File: src/rtl/instr_fetch_unit_pkg.sv
// Shared definitions for the instruction fetch unit: widths, reset PC,
// FSM encoding, FIFO entry layout and an address alignment helper.
package instr_fetch_unit_pkg;

   localparam int unsigned XLEN             = 32;
   localparam logic [31:0] RESET_PC_DEFAULT = 32'h0000_0000;
   localparam logic [31:0] NOP_INSTR        = 32'h0000_0013;
   localparam int unsigned FIFO_DEPTH       = 2;

   // RUN fetches normally; DISCARD drops exactly one in-flight response.
   typedef enum logic [0:0] {
      ST_RUN     = 1'b0,
      ST_DISCARD = 1'b1
   } ifu_state_e;

   // One buffered instruction together with the address it came from.
   typedef struct packed {
      logic [XLEN-1:0] pc;
      logic [XLEN-1:0] instr;
   } fetch_entry_t;

   // Force an address onto a 32-bit word boundary.
   function automatic logic [XLEN-1:0] align_word(input logic [XLEN-1:0] addr);
      return {addr[XLEN-1:2], 2'b00};
   endfunction

endpackage

File: src/rtl/instr_fetch_unit_fetch_fifo.sv
// Two-entry FIFO of {pc, instr} pairs between memory responses and decode.
// Flush empties it in one cycle and wins over push/pop; head reads as zero
// while empty so downstream never sees stale data.
module fetch_fifo
   import instr_fetch_unit_pkg::*;
(
   input  logic         clk,
   input  logic         rst_n,
   input  logic         push_i,
   input  logic         pop_i,
   input  logic         flush_i,
   input  fetch_entry_t wdata_i,
   output fetch_entry_t head_o,
   output logic [1:0]   count_o
);

   fetch_entry_t mem_q [FIFO_DEPTH];
   logic         wr_ptr_q, wr_ptr_d;
   logic         rd_ptr_q, rd_ptr_d;
   logic [1:0]   count_q, count_d;
   logic         push_ok_s, pop_ok_s;

   // Pointer and occupancy next-state; a full FIFO accepts a push only alongside a pop.
   always_comb begin
      push_ok_s = 1'b0;
      pop_ok_s  = 1'b0;
      wr_ptr_d  = wr_ptr_q;
      rd_ptr_d  = rd_ptr_q;
      count_d   = count_q;
      if (flush_i) begin
         wr_ptr_d = 1'b0;
         rd_ptr_d = 1'b0;
         count_d  = 2'd0;
      end else begin
         pop_ok_s  = pop_i & (count_q != 2'd0);
         push_ok_s = push_i & ((count_q != 2'd2) | pop_ok_s);
         if (push_ok_s) begin
            wr_ptr_d = ~wr_ptr_q;
         end else begin
            wr_ptr_d = wr_ptr_q;
         end
         if (pop_ok_s) begin
            rd_ptr_d = ~rd_ptr_q;
         end else begin
            rd_ptr_d = rd_ptr_q;
         end
         case ({push_ok_s, pop_ok_s})
            2'b10:   count_d = count_q + 2'd1;
            2'b01:   count_d = count_q - 2'd1;
            default: count_d = count_q;
         endcase
      end
   end

   // Pointer, occupancy and storage registers.
   always_ff @(posedge clk or negedge rst_n) begin
      if (!rst_n) begin
         mem_q[0] <= '0;
         mem_q[1] <= '0;
         wr_ptr_q <= 1'b0;
         rd_ptr_q <= 1'b0;
         count_q  <= 2'd0;
      end else begin
         wr_ptr_q <= wr_ptr_d;
         rd_ptr_q <= rd_ptr_d;
         count_q  <= count_d;
         if (push_ok_s) begin
            mem_q[wr_ptr_q] <= wdata_i;
         end
      end
   end

   assign head_o  = (count_q != 2'd0) ? mem_q[rd_ptr_q] : '0;
   assign count_o = count_q;

endmodule

File: src/rtl/instr_fetch_unit.sv
// Instruction fetch unit: issues word fetches with at most one request in
// flight, buffers responses in a 2-entry FIFO for decode, and handles
// redirects by flushing and, when needed, dropping one late response.
module instr_fetch_unit
   import instr_fetch_unit_pkg::*;
#(
   parameter logic [31:0] RESET_PC = RESET_PC_DEFAULT
) (
   input  logic        clk,
   input  logic        rst_n,
   output logic        imem_req_o,
   output logic [31:0] imem_addr_o,
   input  logic        imem_rvalid_i,
   input  logic [31:0] imem_rdata_i,
   input  logic        redirect_i,
   input  logic [31:0] redirect_pc_i,
   input  logic        id_ready_i,
   output logic        if_valid_o,
   output logic [31:0] if_instr_o,
   output logic [31:0] if_pc_o
);

   ifu_state_e      state_q, state_d;
   logic [XLEN-1:0] fetch_pc_q, fetch_pc_d;
   logic [XLEN-1:0] inflight_pc_q, inflight_pc_d;
   logic            outstanding_q, outstanding_d;
   logic            rsp_s, pop_s, push_s, flush_s, issue_s, head_valid_s;
   logic [1:0]      fifo_count_s;
   logic [2:0]      occupancy_s;
   fetch_entry_t    push_entry_s, head_s;

   // A response only counts when a request is actually in flight.
   assign rsp_s        = imem_rvalid_i & outstanding_q;
   assign head_valid_s = (fifo_count_s != 2'd0);
   assign push_entry_s = '{pc: inflight_pc_q, instr: imem_rdata_i};

   // Next state, FIFO control and issue decision; redirect overrides everything else.
   always_comb begin
      state_d       = state_q;
      fetch_pc_d    = fetch_pc_q;
      inflight_pc_d = inflight_pc_q;
      outstanding_d = outstanding_q;
      flush_s       = 1'b0;
      push_s        = 1'b0;
      pop_s         = 1'b0;
      issue_s       = 1'b0;
      occupancy_s   = 3'd0;
      if (redirect_i) begin
         flush_s    = 1'b1;
         fetch_pc_d = align_word(redirect_pc_i);
         // Still waiting on an old response: it must be dropped when it lands.
         if (outstanding_q && !imem_rvalid_i) begin
            state_d       = ST_DISCARD;
            outstanding_d = 1'b1;
         end else begin
            state_d       = ST_RUN;
            outstanding_d = 1'b0;
         end
      end else begin
         pop_s = head_valid_s & id_ready_i;
         case (state_q)
            ST_RUN: begin
               push_s  = rsp_s;
               state_d = ST_RUN;
            end
            ST_DISCARD: begin
               push_s = 1'b0;
               if (rsp_s) begin
                  state_d = ST_RUN;
               end else begin
                  state_d = ST_DISCARD;
               end
            end
            default: begin
               push_s  = 1'b0;
               state_d = ST_RUN;
            end
         endcase
         // Slots already claimed by buffered plus in-flight instructions after this pop.
         occupancy_s = {1'b0, fifo_count_s} + {2'b00, outstanding_q} - {2'b00, pop_s};
         issue_s     = rst_n & (~outstanding_q | rsp_s) & (occupancy_s < 3'd2);
         if (issue_s) begin
            fetch_pc_d    = fetch_pc_q + 32'd4;
            inflight_pc_d = fetch_pc_q;
            outstanding_d = 1'b1;
         end else if (rsp_s) begin
            outstanding_d = 1'b0;
         end else begin
            outstanding_d = outstanding_q;
         end
      end
   end

   // FSM, fetch PC and in-flight tracking registers.
   always_ff @(posedge clk or negedge rst_n) begin
      if (!rst_n) begin
         state_q       <= ST_RUN;
         fetch_pc_q    <= RESET_PC;
         inflight_pc_q <= RESET_PC;
         outstanding_q <= 1'b0;
      end else begin
         state_q       <= state_d;
         fetch_pc_q    <= fetch_pc_d;
         inflight_pc_q <= inflight_pc_d;
         outstanding_q <= outstanding_d;
      end
   end

   fetch_fifo u_fetch_fifo (
      .clk     (clk),
      .rst_n   (rst_n),
      .push_i  (push_s),
      .pop_i   (pop_s),
      .flush_i (flush_s),
      .wdata_i (push_entry_s),
      .head_o  (head_s),
      .count_o (fifo_count_s)
   );

   assign imem_req_o  = issue_s;
   assign imem_addr_o = fetch_pc_q;
   assign if_valid_o  = head_valid_s;
   assign if_instr_o  = head_s.instr;
   assign if_pc_o     = head_s.pc;

endmodule

File: config.mk
export PLATFORM = sky130hd
export DESIGN_NAME = instr_fetch_unit
export DESIGN_NICKNAME = d
export VERILOG_FILES = /design/src/rtl/instr_fetch_unit_pkg.sv /design/src/rtl/instr_fetch_unit_fetch_fifo.sv /design/src/rtl/instr_fetch_unit.sv
export SDC_FILE = /design/constraint.sdc
export NUM_CORES = 1
export LEC_CHECK = 0
export BUFFER_PORTS_ARGS = -buffer_cell sky130_fd_sc_hd__buf_4
export CAP_MARGIN = 20
export CORE_MARGIN = 5
export CORE_UTILIZATION = 46
export DETAILED_ROUTE_END_ITERATION = 6
export PLACE_DENSITY = 0.68
export REMOVE_ABC_BUFFERS = 1
export SYNTH_ARGS = -nofsm -noshare
export SYNTH_HDL_FRONTEND = slang
export SYNTH_SLANG_ARGS = --single-unit
File: constraint.sdc
create_clock -name clk -period 6.9 [get_ports clk]
set_input_delay 1.035 -clock clk [delete_from_list [all_inputs] [get_ports clk]]
set_output_delay 1.035 -clock clk [all_outputs]
set_load 0.05 [all_outputs]
==> metrics.cfg <==
[die]
fp.dieArea_um2 = 22600
core_um2 = 19400
die_x_um = 150
initial_utilization = 0.466
boundaryPins = 167
die-height_um = 150
std_cell_rows = 51

[min_path]
hold_path_class = register to register
min_from = u_fetch_fifo.mem_q[79]
min_to = u_fetch_fifo.mem_q[79]
min_path_cells = 1

[placed_design]
io_buffers = 160
hpwl_um = 13200
gp_congestion = 0.762
placedCellCount = 1102
pre_cts_ws_ns = 2.77
placed_cell_area_um2 = 10300

[drt]
wl_met3_um = 1060
ant_nets = 0
top_layer = met4
drc_errors = 0
drt_iter0_markers = 222
m1WireLength_um = 9220
wl_met2_um = 9360
via_per_inst = 5.16
wl_per_cell_um = 17.5
vias = 5850
first_pass_iters = 4
routed_wl_um = 19900

[timing]
finalClockSkew_ns = 0.00813
finalSetupViolCount = 0
max_freq_mhz = 240
finalHoldViolations = 0
tightestPinTransition_ns = 0.919
rsz0062_at_grt = false
slew_headroom = 0.384
finalMaxSlewViolations = 0
setup_ws_ns = 2.73
period_share = 0.604
fin_crit_ns = 4.17

[power]
power.total_uw = 3180
p_per_area_nw_per_um2 = 291
max-vdd-ir-drop_v = 0.000179
p_leak_uw = 0.00498

[grt]
grt.total_usage = 0.182
grt_max_degree = 66
antenna_found_initial = 0
gr-total-overflow = 0
grt_pass1_wl_um = 32200
grt_pass1_vias = 6050

[final_layout]
area.growth.synth_to_final_pct = 21.0
stdcell_area_um2 = 10900
stdcell_count = 1134
diodes = 0
drive_gt1_frac = 0.268
post-route-util = 0.564
nNetsFinal = 928
fillers = 1694

[logic_synthesis]
synthesis.instances = 713
synthFlopType = dfrtp_1
synth.cell_area_um2 = 9040
syn_avg_cell_area_um2 = 12.7
synthTopCellsByArea = dfrtp_1 (53%), mux2_1 (19%), mux2i_1 (7.0%), nor2_1 (3.0%), xnor2_1 (1.7%)
synth_edf_count = 0
yosysTopAreaCell = dfrtp_1
seq_area_frac_synth = 0.526
synth_most_common_cell = dfrtp_1
ys_seq_elements = 190
ys_top_cells_by_count = dfrtp_1 (190), mux2_1 (149), nor2_1 (72)
yosys_warnings = 0
netlist-cell-type-count = 46
async_reset_ff_frac = 1.00
yosysTopAreaCellShare = 0.526

[cts]
cts_root_buf = clkbuf_16
htree_levels = 4
insertion_delay_ns = 0.43
cts_setup_buffers = 0
cts_buffers = 17
cts.path.max_buffers = 2
cts_resized = 0
clkSinkCount = 190
clk_pin_slew_ns = 0.07
tritoncts = done
postCtsHoldBufs = 0

[critical_path]
endpoint_kind = output pin
cp_max_fo = 8
cp_top_family = simple AND/OR/NAND/NOR gates
r2r-start = u_fetch_fifo.count_o[1]
crit_path_cell_trace = nor2_4, inv_1, and2_1, ha_1, nand2b_1, fa_1, and2_1, nand3_2, nor2_4, buf_4
r2r_cells = 11
worst-path-buf-inv = 2
worstReg2RegEnd = inflight_pc_q[15]
cp-start-kind = register
max_stage_delay_ns = 0.54
reg2reg_slack_ns = 3.46
arrival_ns = 3.13
critPathSlowestCell = dfrtp_1
critPathKind = register to output pin
critPathRequiredTime_ns = 5.86

[flow_run]
max_cap_viol_count = 0

[outcome]
status = complete, no violations

[worst max-delay path by stage]
stage	start	endpoint	cells after the start
CTS	u_fetch_fifo.count_o[1]	imem_req_o	10
finish	u_fetch_fifo.count_o[1]	imem_req_o	10
floorplan	u_fetch_fifo.count_o[1]	imem_req_o	9
global route	u_fetch_fifo.count_o[1]	imem_req_o	10
detailed placement	id_ready_i	imem_req_o	9
global placement	id_ready_i	imem_req_o	9
[metrics by stage]
stage               setup TNS [ns]  hold WS, ns
floorplan                   -0.406        0.457
global placement                 0        0.466
detailed placement               0        0.474
CTS                              0        0.490
global route                     0        0.493
finish                           0        0.485
[state kept, by name (all words and copies together) (netlist names)]
| name | cells |
|---|---|
| outstanding_q | 1 |
| state_q | 1 |
| u_fetch_fifo.wr_ptr_q | 1 |
| u_fetch_fifo.mem_q | 124 |
| u_fetch_fifo.rd_ptr_q | 1 |
| u_fetch_fifo.count_o | 2 |
| inflight_pc_q | 30 |
| imem_addr_o | 30 |
[placed cells by master (no fill, tap or decap), types with 2 or more instances in the layout]
master | netlist | final
mux2_2 | 9 | 9
dfrtp_1 | 190 | 189
bufinv_16 | 0 | 2
and4_1 | 6 | 6
clkinvlp_4 | 0 | 3
nor4_4 | 3 | 3
nand3_1 | 11 | 11
nor2_4 | 0 | 2
conb_1 | 1 | 4
nand3_2 | 3 | 3
o21ai_0 | 9 | 9
and2_1 | 3 | 3
mux2i_1 | 63 | 63
clkinv_2 | 0 | 3
nand2_1 | 39 | 39
o21ai_1 | 20 | 20
nand4_4 | 2 | 2
clkbuf_16 | 0 | 17
inv_1 | 3 | 3
nand4_1 | 8 | 8
nor3_2 | 3 | 3
inv_6 | 0 | 3
nor2_1 | 72 | 71
nor3_1 | 4 | 4
mux2_1 | 149 | 149
xor2_1 | 11 | 11
xnor2_1 | 18 | 18
a21oi_1 | 5 | 5
buf_4 | 8 | 167
nor4_2 | 5 | 5
ha_1 | 2 | 2
and3_1 | 7 | 7
clkbuf_8 | 0 | 3
nand2b_1 | 4 | 4
[power by group]
group	internal [uW]	total, uW	switching (uW)
logic	298	616	318
registers	1410	1580	172
clock network	555	982	427
[logic make-up after synthesis]
family                     share of synthesized area
muxes                                          0.267
buffers and inverters                         0.0367
and+or+nand+nor                                0.110
DFF                                            0.526
xor gates and xnor gates                      0.0311
adders and majority gates                    0.00498
AOI/OAI and AO/OA                             0.0246
other                                       0.000415
[metal layers]
layer / track usage / vias up
met2: 0.291 / 139
li1: - / 2765
met3: 0.0446 / 18
met1: 0.249 / 2928
met4: 0.0462 / 0
met5: 0 / -
[worst reg2reg max path, cell delays in order (launching register included)]
cell	delay [ns]
dfrtp_1	0.54
nor2_4	0.15
inv_1	0.06
and2_1	0.17
ha_1	0.28
nand2b_1	0.18
fa_1	0.49
and2_1	0.23
nand3_2	0.24
nor2_4	0.15
buf_4	0.44
mux2_1	0.39
[final cells by class]
class / count / area, um2 / share of cell area
clock buffer: 20 / 457 / 0.0417
timing repair buffer: 168 / 1270 / 0.116
inverter: 4 / 15.0 / 0.00137
tap: 265 / 332 / 0.0303
sequential: 190 / 4760 / 0.435
clock inverter: 12 / 133 / 0.0121
multi-input combinational: 475 / 3980 / 0.364
Note: power is estimated with default switching activity, not from simulation.
